==> config.mk <==
export PLATFORM = sky130hd
export DESIGN_NAME = uart_bus_arbiter
export DESIGN_NICKNAME = d
export VERILOG_FILES = /design/src/rtl/uart_bus_arbiter.sv
export SDC_FILE = /design/constraint.sdc
export NUM_CORES = 1
export LEC_CHECK = 0
export CELL_PAD_IN_SITES_DETAIL_PLACEMENT = 1
export CELL_PAD_IN_SITES_GLOBAL_PLACEMENT = 1
export CORE_ASPECT_RATIO = 1.4
export CORE_MARGIN = 2
export CORE_UTILIZATION = 26
export DETAILED_ROUTE_END_ITERATION = 10
export GPL_TIMING_DRIVEN = 0
export PLACE_DENSITY_LB_ADDON = 0.3
export SYNTH_ARGS = -nofsm -noshare
export SYNTH_HDL_FRONTEND = slang
export SYNTH_SLANG_ARGS = --single-unit
==> constraint.sdc <==
create_clock -name i_clock -period 1.45 [get_ports i_clock]
set_input_delay 0.145 -clock i_clock [delete_from_list [all_inputs] [get_ports i_clock]]
set_output_delay 0.145 -clock i_clock [all_outputs]
set_load 0.05 [all_outputs]
==> src/rtl/uart_bus_arbiter.sv <==
// uart_bus_arbiter: round-robin arbiter sharing one UART register port between two masters.
// Optional abort of stalled transactions when UART_ARB_TIMEOUT_EN is defined.
module uart_bus_arbiter #(
    parameter int TIMEOUT    = 1024,
    parameter int IRQ_TARGET = 0
) (
    input  logic        i_clock,
    input  logic        i_reset,
    input  logic        i_m0_request,
    input  logic        i_m0_rw,
    input  logic [1:0]  i_m0_address,
    input  logic [31:0] i_m0_wdata,
    output logic [31:0] o_m0_rdata,
    output logic        o_m0_ready,
    output logic        o_m0_interrupt,
    input  logic        i_m1_request,
    input  logic        i_m1_rw,
    input  logic [1:0]  i_m1_address,
    input  logic [31:0] i_m1_wdata,
    output logic [31:0] o_m1_rdata,
    output logic        o_m1_ready,
    output logic        o_m1_interrupt,
    output logic        o_uart_request,
    output logic        o_uart_rw,
    output logic [1:0]  o_uart_address,
    output logic [31:0] o_uart_wdata,
    input  logic [31:0] i_uart_rdata,
    input  logic        i_uart_ready,
    input  logic        i_uart_interrupt,
    output logic        o_timeout
);
    typedef enum logic [1:0] {IDLE, BUSY, DONE} state_t;

    state_t      state_q;
    logic        last_q;
    logic        gnt_q;
    logic        rw_q;
    logic [1:0]  addr_q;
    logic [31:0] wdata_q;
    logic [31:0] rdata_q;
    logic        sel;
    logic        expire;

    // On a tie the master that did not win last time is served
    assign sel = (i_m0_request && i_m1_request) ? ~last_q : i_m1_request;

    always_ff @(posedge i_clock) begin
        if (i_reset) begin
            state_q <= IDLE;
            last_q  <= 1'b1;
            gnt_q   <= 1'b0;
            rw_q    <= 1'b0;
            addr_q  <= '0;
            wdata_q <= '0;
            rdata_q <= '0;
        end else begin
            case (state_q)
                IDLE: if (i_m0_request || i_m1_request) begin
                    gnt_q   <= sel;
                    last_q  <= sel;
                    rw_q    <= sel ? i_m1_rw : i_m0_rw;
                    addr_q  <= sel ? i_m1_address : i_m0_address;
                    wdata_q <= sel ? i_m1_wdata : i_m0_wdata;
                    state_q <= BUSY;
                end
                BUSY: if (i_uart_ready) begin
                    rdata_q <= i_uart_rdata;
                    state_q <= DONE;
                end else if (expire) begin
                    rdata_q <= '1;
                    state_q <= DONE;
                end
                default: state_q <= IDLE;
            endcase
        end
    end

    assign o_uart_request = state_q == BUSY;
    assign o_uart_rw      = rw_q;
    assign o_uart_address = addr_q;
    assign o_uart_wdata   = wdata_q;
    assign o_m0_ready     = state_q == DONE && !gnt_q;
    assign o_m1_ready     = state_q == DONE && gnt_q;
    assign o_m0_rdata     = o_m0_ready ? rdata_q : '0;
    assign o_m1_rdata     = o_m1_ready ? rdata_q : '0;
    assign o_m0_interrupt = i_uart_interrupt && (IRQ_TARGET != 1);
    assign o_m1_interrupt = i_uart_interrupt && (IRQ_TARGET != 0);

`ifdef UART_ARB_TIMEOUT_EN
    localparam int CW = $clog2(TIMEOUT + 1);

    logic [CW-1:0] cnt_q;
    logic          tmo_q;

    // Abort on the TIMEOUT-th busy cycle without ready; a ready in that cycle still wins
    assign expire = cnt_q == CW'(TIMEOUT - 1);

    always_ff @(posedge i_clock) begin
        if (i_reset || state_q != BUSY)
            cnt_q <= '0;
        else if (!i_uart_ready)
            cnt_q <= cnt_q + 1'b1;
        tmo_q <= !i_reset && state_q == BUSY && !i_uart_ready && expire;
    end

    assign o_timeout = tmo_q;
`else
    // Never true for a legal TIMEOUT, so BUSY waits for ready indefinitely
    assign expire    = TIMEOUT < 0;
    assign o_timeout = 1'b0;
`endif
endmodule
==> results of run 1 <==
## report_power, final
part           switching [uW]  internal (uW)  leakage [uW]
registers                 100           2120      0.000586
clock network             771           1270      0.000136
logic                    1010            686       0.00205
total                    1880           4070       0.00277
## cell usage in the layout (no fill, tap or decap), types with 2 or more instances in the layout
cell / n
sky130_fd_sc_hd__and2_2: 6
sky130_fd_sc_hd__clkbuf_4: 3
sky130_fd_sc_hd__inv_1: 2
sky130_fd_sc_hd__buf_8: 44
sky130_fd_sc_hd__dfxtp_1: 67
sky130_fd_sc_hd__clkdlybuf4s50_1: 104
sky130_fd_sc_hd__clkbuf_16: 10
sky130_fd_sc_hd__buf_4: 18
sky130_fd_sc_hd__clkbuf_8: 3
sky130_fd_sc_hd__clkbuf_1: 9
sky130_fd_sc_hd__dfxtp_2: 2
sky130_fd_sc_hd__a311oi_2: 29
sky130_fd_sc_hd__dlygate4sd2_1: 35
sky130_fd_sc_hd__buf_2: 4
sky130_fd_sc_hd__clkbuf_2: 5
sky130_fd_sc_hd__a21bo_1: 2
sky130_fd_sc_hd__nand2_1: 134
sky130_fd_sc_hd__a311oi_1: 6
sky130_fd_sc_hd__nor2_1: 2
sky130_fd_sc_hd__dfxtp_4: 2
sky130_fd_sc_hd__buf_6: 34
sky130_fd_sc_hd__and2_1: 22
sky130_fd_sc_hd__conb_1: 2
sky130_fd_sc_hd__dlymetal6s2s_1: 2
sky130_fd_sc_hd__a21oi_1: 68
sky130_fd_sc_hd__and2_4: 37
## layout make-up
class | count | area, um^2
fillers | 1566 | 6660
multi-input cells | 321 | 1990
inverters | 2 | 7.51
flip-flops and latches | 71 | 1430
well taps | 182 | 228
repair buffers | 216 | 2350
clock inverters | 1 | 5.00
plain buffers | 43 | 329
clock buffers | 12 | 267
## layer usage
layer / share of wire, % / vias to the layer above / wire length (um)
li1: - / 1908 / -
met1: 38 / 1860 / 5030
met2: 54 / 145 / 7190
met3: 6.6 / 8 / 865
met4: 0.90 / 0 / 119
met5: 0 / - / 0
## what timing repair did
action,CTS,global route
gates resized for setup,546,90
setup buffers,2,5
hold endpoints to repair,0,0
pin swaps,0,6
endpoints found under the setup margin,133,117
gates cloned,0,1
## logic make-up after synthesis
kind of cell / synth area share [%]
compound gates: 25.0
buf+inv: 6.44
flops: 40.4
other cells: 0.107
simple gates: 28.0
## sequential cells by signal, indices dropped and copies added, names as in the netlist
signal,flops
gnt_q,1
o_uart_wdata,32
last_q,1
o_uart_rw,1
state_q,2
rdata_q,32
o_uart_address,2
## worst paths after layout
check / endpoint / slack, ns
worst min register to register: rdata_q[16]$_SDFFE_PP0P_ / 0.46
worst max-delay path: o_m0_rdata[3] / -0.21
worst min-delay path: gnt_q$_SDFFE_PP0P_ / 0.17
worst max register to register: o_uart_wdata[6]$_SDFFE_PP0P_ / 0.02
## cells in the mapped netlist
master                     count
sky130_fd_sc_hd__clkbuf_4      1
sky130_fd_sc_hd__nand2_2       1
sky130_fd_sc_hd__and2_1       65
sky130_fd_sc_hd__a31oi_1       1
sky130_fd_sc_hd__a21boi_2      1
sky130_fd_sc_hd__nor2b_1       1
sky130_fd_sc_hd__a22oi_1       1
sky130_fd_sc_hd__inv_1         2
sky130_fd_sc_hd__a311oi_1      6
sky130_fd_sc_hd__dfxtp_1      71
sky130_fd_sc_hd__buf_6         3
sky130_fd_sc_hd__nand3b_1      1
sky130_fd_sc_hd__buf_4         3
sky130_fd_sc_hd__nor3b_2       1
sky130_fd_sc_hd__nand3_1       1
sky130_fd_sc_hd__a21bo_1       2
sky130_fd_sc_hd__o21ai_1       1
sky130_fd_sc_hd__buf_2        16
sky130_fd_sc_hd__a311oi_2     29
sky130_fd_sc_hd__clkbuf_1     20
sky130_fd_sc_hd__nor2_1        2
sky130_fd_sc_hd__or2_1         1
sky130_fd_sc_hd__nor2_2        1
sky130_fd_sc_hd__and3b_1       2
sky130_fd_sc_hd__a21oi_1      68
sky130_fd_sc_hd__nand2_1     134
sky130_fd_sc_hd__conb_1        1
## worst max-delay path, stage by stage, from the launching register on
cell,delay (ns)
sky130_fd_sc_hd__dfxtp_4,0.37
sky130_fd_sc_hd__nor3b_4,0.19
sky130_fd_sc_hd__buf_6,0.18
sky130_fd_sc_hd__buf_8,0.14
sky130_fd_sc_hd__and2_1,0.16
sky130_fd_sc_hd__buf_6,0.16
## per-stage QoR
stage | setup WS (ns) | instances
finish | -0.215 | 848
global route | -0.285 | 848
CTS | -0.214 | 842
detailed placement | -0.907 | 827
global placement | -0.852 | 827
floorplan | -0.0149 | 437
==> impl_summary.txt, run 1 <==
----------------------------------------------------
[Global route]
  Pin count of the biggest net entering global routing ... 11
  Number of antenna violations at the first check in global routing ... 0
  Vias in the first global route ... 4,166
  Most used routing layer ... met2
  First-pass GRT wire length ... 20.2 mm
  Met3 GRT Util ... just over 5%
  Met1 Usage GRT ... between 10% and 20%
  Tot GR Track Use ... 17.5%
  Total grt overflow ... 0
  GRT met2 Usage ... about a third

[Logic synthesis]
  Syn_area_per_cell ... 8.06 um^2
  Number of distinct library cell variants in the gate-level netlist after synthesis ... 27
  Synthesized instance count ... 436
  Post-synth top area share ... between 40% and 50%
  Ranking of synthesized cells by area ... sky130_fd_sc_hd__dfxtp_1, sky130_fd_sc_hd__nand2_1, sky130_fd_sc_hd__a311oi_2, sky130_fd_sc_hd__and2_1, sky130_fd_sc_hd__a21oi_1
  Post-synthesis cell type with the largest combined area ... sky130_fd_sc_hd__dfxtp_1
  Total standard cell area after synthesis ... 3510 um^2
  YS warnings ... 0
  Number of synthesized register bits ... 71
  Sequential element share of the synthesized area ... roughly 40%

[Detailed routing]
  DRC Markers ... 0
  Count of antenna-violating nets left after detailed routing ... 0
  Total Wirelength ... 13.2 mm
  Total via count in the routed design ... about 4,000
  1st-pass router iterations ... 4
  Average routed wire per standard cell ... between 15 and 20 um
  Routed via count divided by cell count ... 4.62
  Detailed router's first-iteration violation count ... 57

[Timing]
  Max Freq ... approximately 0.60 GHz
  Min Tclk post-route ... 1.66 ns
  TNS Setup ... -11.28 ns
  Rel. slew slack ... 50.7%
  Final period util ... 115%
  Crit path setup slack, layout ... -0.215 ns
  RSZ-0062 raised after global routing ... yes
  Slew at the pin with the worst max-slew slack ... 0.740 ns
  Worst slack on hold paths ... 0.173 ns
  Final count of pins violating max slew ... 0
  Setup-violating endpoint count in the final report ... 66
  Final Hold Vio Count ... 0
  Post-Route Skew ... 0.00682 ns

[Placement]
  Dpl cell area ... approximately 6000 um^2
  Buffers added on ports ... 208
  Routability congestion estimate ... between 0.7 and 0.8
  Final HPWL from detailed placement ... 10.1 mm

[Die]
  Floorplan row count ... 50
  Top-Level Pins ... 213
  DIE WIDTH ... around 100 um
  Vertical die dimension ... between 100 and 150 um
  Total Die Area ... 14,500 um^2
  Area of the core ... between 10,000 and 15,000 um^2
  Starting Density ... 26.5%

[CTS]
  Clock slew seen by the registers of the worst setup and hold paths ... around 0.060 ns
  Worst-case clock buffer depth ... 2
  Clock insertion delay at the later pin of the skew report ... 0.32 ns
  CTS tree ... yes
  Cell at the root of the clock tree ... sky130_fd_sc_hd__clkbuf_16
  Sink count of the clock tree ... 71
  H-tree level count ... 3
  Clock buffer count from CTS ... 9
  Number of buffers added to fix hold violations after cts ... 0

[Run status]
  Outcome ... finished with violations
  Violations in the final reports ... setup timing

[Min path]
  Startpoint of the worst hold path ... i_m1_request
  Hold path cells ... 3
  Worst min-delay path class ... in -> reg

[Worst setup path]
  Crit path arrival time ... 1.52 ns
  Worst Setup SP ... state_q[1]$_SDFFE_PP0P_
  Critical path endpoint category ... output port
  Max FO, Critical Path ... 10
  Required arrival time at the worst endpoint ... 1.31 ns
  FF-to-FF Start ... state_q[1]$_SDFFE_PP0P_
  Category of the most critical setup path ... reg -> out
  Critical path startpoint category ... register
  Number of cells traversed by the worst register-to-register path ... 5

[Job]
  Max-cap violations ... 0

[Power]
  Areal power density over the cells ... about 900 nW/um^2
  Reported leakage power ... 0.00277 uW
  VDD IR-drop max ... 0.613 mV
  Power Total ... 5960 uW

[Final layout]
  Antenna diode instance count ... 0
  Final design utilization ... 49.8%
  Final cell area excluding filler cells ... 6600 um^2
  Fraction of final layout cells with drive strength greater than 1 ... 30.6%
  Total Nets Final ... 772
  Area added between synthesis and finish ... 87.9%

----------------------------------------------------
Note: power is estimated with default switching activity, not from simulation.
==> run 2, diff against run 1 <==
Settings changed: CORE_MARGIN 2 to 5, CORE_UTILIZATION 26 to 28, MAX_ROUTING_LAYER set to met4.
Clock period 1.45 ns to 2.04 ns, I/O delays scaled along.
==> run 2 against run 1 <==
Net effect: the run now ends clean; non-clock buffer count is 8 lower; sequential power shrank 29%; worst setup slack better by 0.29 ns; first-iteration DRC count is 8.8% higher; sequential cell count unchanged; clock skew decreased by 0.0048 ns; final area fell by 12%; core utilization shrank 2.8 points; clock power decreased by 30%; register-to-register slack better by 0.49 ns; worst hold slack better by 0.25 ns; largest cell class unchanged.
==> impl_summary.txt, run 2 (synthesis gave the netlist of run 1 again) <==
----------------------------------------------------
[Run status]
  Outcome ... complete, no violations

[Final layout]
  Antenna diode instance count ... 0
  Total Nets Final ... 764
  Number of filler instances in the final layout ... 1,522
  Combined flip-flop and latch cell area ... between 1000 and 1500 um^2
  Highest-count cells in the layout ignoring fill and taps ... sky130_fd_sc_hd__clkdlybuf4s50_1, sky130_fd_sc_hd__nand2_1, sky130_fd_sc_hd__dfxtp_1
  Area added between synthesis and finish ... 64.6%
  Multi-input logic area ... 1880 um^2
  Fraction of final layout cells with drive strength greater than 1 ... 21.1%
  Most common library cell in the layout ignoring fill and taps ... sky130_fd_sc_hd__clkdlybuf4s50_1

[CTS]
  Number of buffers added to fix hold violations after cts ... 0
  Cell at the root of the clock tree ... sky130_fd_sc_hd__clkbuf_16
  Sink count of the clock tree ... 71
  Clock slew seen by the registers of the worst setup and hold paths ... ~0.050 ns
  H-tree level count ... 3
  Worst-case clock buffer depth ... 2
  CTS tree ... yes
  Clock insertion delay at the later pin of the skew report ... 0.33 ns
  Clock buffer count from CTS ... 9
  Post-CTS repair timing setup buffer count ... 0

[Worst setup path]
  Register-to-register setup slack ... 0.51 ns
  FF-to-FF Start ... state_q[1]$_SDFFE_PP0P_
  Number of cells traversed by the worst register-to-register path ... 5
  Library cell contributing the largest single delay on the critical path ... sky130_fd_sc_hd__clkdlybuf4s50_1
  Maximum single-stage delay on the critical path ... 0.85 ns
  End of the worst register-to-register path ... o_uart_wdata[11]$_SDFFE_PP0P_
  Cell breakdown of the critical path ... nor2b_1 -> clkdlybuf4s50_1
  Critical path startpoint category ... register
  Crit path arrival time ... 1.76 ns
  Required arrival time at the worst endpoint ... 1.84 ns
  Max FO, Critical Path ... 6
  Critical path endpoint category ... output port
  Category of the most critical setup path ... reg -> out

[Die]
  Top-Level Pins ... 213
  DIE WIDTH ... about 100 um
  Floorplan row count ... 48
  Starting Density ... 28.5%
  Total Die Area ... 14,900 um^2
  Area of the core ... 12,300 um^2
  Vertical die dimension ... 143 um

[Job]
  Max-cap violations ... 0

[Timing]
  Final count of pins violating max slew ... 0
  Worst slack on hold paths ... 0.427 ns
  Min Tclk post-route ... 1.96 ns
  Post-Route Skew ... around 0.0021 ns
  Slew at the pin with the worst max-slew slack ... about 0.73 ns
  Max Freq ... 0.509 GHz
  Final period util ... 96.3%
  Setup-violating endpoint count in the final report ... 0
  Crit path setup slack, layout ... around 0.076 ns
  Rel. slew slack ... 51.4%
  RSZ-0062 raised after global routing ... no
  Final Hold Vio Count ... 0

[Power]
  VDD IR-drop max ... approximately 0.36 mV
  Sw power ... 1340 uW
  Areal power density over the cells ... 731 nW/um^2
  Reported leakage power ... between 0.002 and 0.0025 uW
  Switching share of power ... between 30% and 40%
  Power share of the sequential group ... ~37%
  Cell internal power dissipation ... around 2900 uW
  Clock network power share ... between 30 and 40%
  Logic pwr share ... 28.9%

[Detailed routing]
  Total Wirelength ... 13.3 mm
  Count of antenna-violating nets left after detailed routing ... 0
  1st-pass router iterations ... 4
  Detailed router's first-iteration violation count ... 62
  Total via count in the routed design ... 3,827
  Routed via count divided by cell count ... 4.73
  DRC Markers ... 0
  Average routed wire per standard cell ... between 15 and 20 um

[Placement]
  Routability congestion estimate ... 0.787
  Final HPWL from detailed placement ... 10.7 mm
  Buffers added on ports ... 208
  Post-placement setup slack ... -0.362 ns

[Min path]
  Worst min-delay path class ... in -> reg
  Startpoint of the worst hold path ... i_uart_rdata[28]
  Hold path cells ... 3
  Hold-critical path endpoint ... rdata_q[28]$_SDFFE_PP0P_

[Global route]
  Pin count of the biggest net entering global routing ... 11
  Vias in the first global route ... 4,254
  Number of antenna violations at the first check in global routing ... 0
  Total grt overflow ... 0
  First-pass GRT wire length ... 21.3 mm
  Tot GR Track Use ... 18.0%

----------------------------------------------------
## run 2: repair_timing
item | 4_1_cts | 5_1_grt
endpoints found under the setup margin | 66 | 43
cloned | 0 | 0
gates resized for setup | 272 | 55
## run 2: power by group through the flow
stage	logic [uW]	clock network, uW	registers, uW
after detailed placement	1230	0	1610
final	1220	1430	1580
after global placement	1210	0	1600
after CTS	1240	1470	1580
after floorplan	446	0	1880
after global routing	1300	1530	1600
## run 2: how the worst max path moves through the flow
| stage | slack, ns | depth (start not counted) | startpoint | end |
|---|---|---|---|---|
| floorplan | 0.08 | 3 | state_q[1]$_SDFFE_PP0P_ | o_m0_rdata[22] |
| global placement | -0.27 | 4 | state_q[1]$_SDFFE_PP0P_ | o_m0_rdata[2] |
| detailed placement | -0.36 | 4 | state_q[1]$_SDFFE_PP0P_ | o_m0_rdata[5] |
| CTS | -0.02 | 2 | state_q[0]$_SDFFE_PP0P_ | o_uart_request |
| global route | 0.002 | 4 | state_q[1]$_SDFFE_PP0P_ | o_m0_rdata[18] |
| finish | 0.08 | 2 | state_q[0]$_SDFFE_PP0P_ | o_uart_request |
## run 2: area by class of cell
cell class	count	share of cell area [%]
Sequential cell	71	24.6
Multi-Input combinational cell	321	32.5
Inverter	2	0.130
Timing Repair Buffer	208	30.9
Tap cell	150	3.24
Clock buffer	13	4.50
Buffer	43	4.04
Clock inverter	1	0.0865
## run 2: stage by stage
stage	power [uW]	cells	area, um^2	util (%)	setup TNS (ns)
final	4230	809	5790	47.0	0
after floorplan	2320	437	3520	-	0
after global routing	4430	809	5790	47.0	0
after global placement	2810	795	5790	47.0	-11.62
after detailed placement	2840	795	5790	47.0	-14.00
after CTS	4280	809	5920	48.1	-0.0188
## run 2: critical path: cells and delay by family (launching register included)
family | cells | cell delay, ns
buffers and inverters | 1 | 0.85
DFF | 1 | 0.39
and+or+nand+nor | 1 | 0.19
## run 2: per-layer routing
layer | global-route usage, % | share of wire (%) | vias up
li1 | - | - | 1898
met1 | 18.8 | 40 | 1771
met2 | 32.4 | 52 | 147
met3 | 6.31 | 7.6 | 11
met4 | 4.44 | 1.1 | 0
met5 | - | 0 | -
==> run 3, diff against run 2 <==
Settings changed: CORE_ASPECT_RATIO 1.4 to 0.6, CTS_CLUSTER_DIAMETER set to 40, SLEW_MARGIN set to 25.
==> run 3 against run 2 <==
Net effect: first-iteration DRC count rose by 110%; sequential cell count stayed put; fmax increased by 2.5%; clock-buffer cell count unchanged; wire length grew 7.6%.
==> impl_summary.txt, run 3 (synthesis gave the netlist of run 1 again) <==
----------------------------------------------------
[Die]
  Floorplan row count ... 31
  Area of the core ... 12,200 um^2
  Vertical die dimension ... 96.8 um
  Total Die Area ... roughly 15,000 um^2
  Top-Level Pins ... 213
  Starting Density ... 28.9%
  DIE WIDTH ... about 150 um

[Detailed routing]
  1st-pass router iterations ... 4
  Count of antenna-violating nets left after detailed routing ... 0
  DRC Markers ... 0
  Routed via count divided by cell count ... 4.64
  Average routed wire per standard cell ... 17.3 um
  Total Wirelength ... 14.3 mm
  Detailed router's first-iteration violation count ... 131
  Total via count in the routed design ... 3,841

[Timing]
  Max Freq ... 0.522 GHz
  Final count of pins violating max slew ... 0
  Final Hold Vio Count ... 0
  Slew at the pin with the worst max-slew slack ... between 0.7 and 0.8 ns
  Min Tclk post-route ... around 1.9 ns
  Setup-violating endpoint count in the final report ... 0
  TNS Setup ... 0 ns
  Post-Route Skew ... 0.00575 ns
  Rel. slew slack ... 47.0%
  RSZ-0062 raised after global routing ... no
  Final period util ... 93.9%

[Run status]
  Outcome ... complete, no violations

[Worst setup path]
  Crit path arrival time ... 1.71 ns
  FF-to-FF Start ... state_q[1]$_SDFFE_PP0P_
  Register-to-register setup slack ... 0.50 ns
  End of the worst register-to-register path ... o_uart_wdata[22]$_SDFFE_PP0P_
  Max FO, Critical Path ... 10
  Critical path startpoint category ... register
  Category of the most critical setup path ... reg -> out
  Number of cells traversed by the worst register-to-register path ... 4
  Required arrival time at the worst endpoint ... 1.84 ns
  Critical path endpoint category ... output port

[Global route]
  Pin count of the biggest net entering global routing ... 12
  Total grt overflow ... 0
  Number of antenna violations at the first check in global routing ... 0
  First-pass GRT wire length ... 22.4 mm
  Tot GR Track Use ... 18.9%
  Vias in the first global route ... about 4,200

[CTS]
  Worst-case clock buffer depth ... 2
  Clock slew seen by the registers of the worst setup and hold paths ... 0.06 ns
  CTS tree ... yes
  Sink count of the clock tree ... 71
  Cell at the root of the clock tree ... sky130_fd_sc_hd__clkbuf_16
  Number of buffers added to fix hold violations after cts ... 0
  H-tree level count ... 3
  Clock buffer count from CTS ... 9
  Clock insertion delay at the later pin of the skew report ... 0.32 ns

[Power]
  VDD IR-drop max ... around 0.35 mV
  Power share of the sequential group ... 35.0%
  Reported leakage power ... approximately 0.0024 uW
  Areal power density over the cells ... around 770 nW/um^2
  Cell internal power dissipation ... 3150 uW
  Logic pwr share ... roughly 27%
  Clock network power share ... a little under two fifths
  Sw power ... 1370 uW
  Switching share of power ... a little under a third

[Final layout]
  Number of filler instances in the final layout ... about 1,500
  Most common library cell in the layout ignoring fill and taps ... sky130_fd_sc_hd__clkdlybuf4s50_1
  Area added between synthesis and finish ... 68.2%
  Antenna diode instance count ... 0
  Total Nets Final ... between 700 and 800
  Highest-count cells in the layout ignoring fill and taps ... sky130_fd_sc_hd__clkdlybuf4s50_1, sky130_fd_sc_hd__nand2_1, sky130_fd_sc_hd__dfxtp_1
  Fraction of final layout cells with drive strength greater than 1 ... 21.7%
  Final cell area excluding filler cells ... 5910 um^2

[Placement]
  Final HPWL from detailed placement ... 11.5 mm
  Buffers added on ports ... 208
  Dpl cell area ... 5810 um^2
  Routability congestion estimate ... between 0.8 and 0.9

[Job]
  Max-cap violations ... 0

[Min path]
  Hold path cells ... 3
  Worst min-delay path class ... in -> reg
  Startpoint of the worst hold path ... i_uart_rdata[29]
  Hold-critical path endpoint ... rdata_q[29]$_SDFFE_PP0P_

----------------------------------------------------
run 3: cell types whose count changed in the layout (fill, tap and decap cells not counted), sizes merged:
cell and delta:
buf -4, clkdlybuf4s50 -1, clkbuf +2, clkdlybuf4s15 +4, bufinv +2, dlymetal6s2s +1
run 3: layout make-up:
| class | instances | area, um^2 | share of cell area (%) |
|---|---|---|---|
| Multi-Input combinational cell | 321 | 1880 | 31.8 |
| Timing Repair Buffer | 210 | 1850 | 31.2 |
| Sequential cell | 71 | 1420 | 24.1 |
| Clock buffer | 13 | 260 | 4.40 |
| Buffer | 43 | 226 | 3.83 |
| Tap cell | 165 | 206 | 3.49 |
| Clock inverter | 3 | 65.1 | 1.10 |
| Inverter | 2 | 7.51 | 0.127 |
run 3: critical path, stage by stage (launching register included):
cell	delay (ns)
sky130_fd_sc_hd__dfxtp_2	0.35
sky130_fd_sc_hd__and3b_2	0.32
sky130_fd_sc_hd__clkbuf_2	0.20
sky130_fd_sc_hd__and2_1	0.14
sky130_fd_sc_hd__clkdlybuf4s15_2	0.36
run 3: what timing repair did:
item	CTS	global route
pin swaps	0	1
endpoints found under the setup margin	66	60
buffers inserted	2	0
resized for setup	261	66
run 3: power by group through the flow:
stage	registers, uW	logic, uW	clock network (uW)
final	1580	1240	1700
after global routing	1600	1310	1800
after CTS	1580	1250	1740
after detailed placement	1610	1240	0
after global placement	1600	1210	0
after floorplan	1880	446	0
run 3: metal layers:
metal	wire (um)	share of wire, %	GRT usage, %	vias to the layer above
li1	-	-	-	1902
met2	6580	46	30.7	117
met5	0	0	-	-
met4	80	0.56	3.05	0
met3	1000	7.0	5.98	6
met1	6640	46	23.5	1816
run 3: how the worst max path moves through the flow:
stage                            startpoint              to  cells after the start
floorplan           state_q[1]$_SDFFE_PP0P_  o_m0_rdata[22]                      3
global placement    state_q[1]$_SDFFE_PP0P_  o_m0_rdata[20]                      4
detailed placement  state_q[1]$_SDFFE_PP0P_  o_m0_rdata[20]                      4
CTS                 state_q[1]$_SDFFE_PP0P_  o_m1_rdata[21]                      4
global route             gnt_q$_SDFFE_PP0P_  o_m1_rdata[10]                      4
finish              state_q[0]$_SDFFE_PP0P_  o_m1_rdata[10]                      4
run 3: stage by stage:
stage / hold WS [ns] / setup slack, ns / util (%) / std cells / total power, uW
floorplan: 0.340 / 0.0815 / - / 437 / 2320
global placement: 0.447 / -0.339 / 47.7 / 810 / 2810
detailed placement: 0.457 / -0.415 / 47.7 / 810 / 2850
CTS: 0.421 / 0.0000794 / 49.7 / 828 / 4570
global route: 0.434 / 0.00497 / 48.6 / 828 / 4710
finish: 0.430 / 0.124 / 48.6 / 828 / 4520
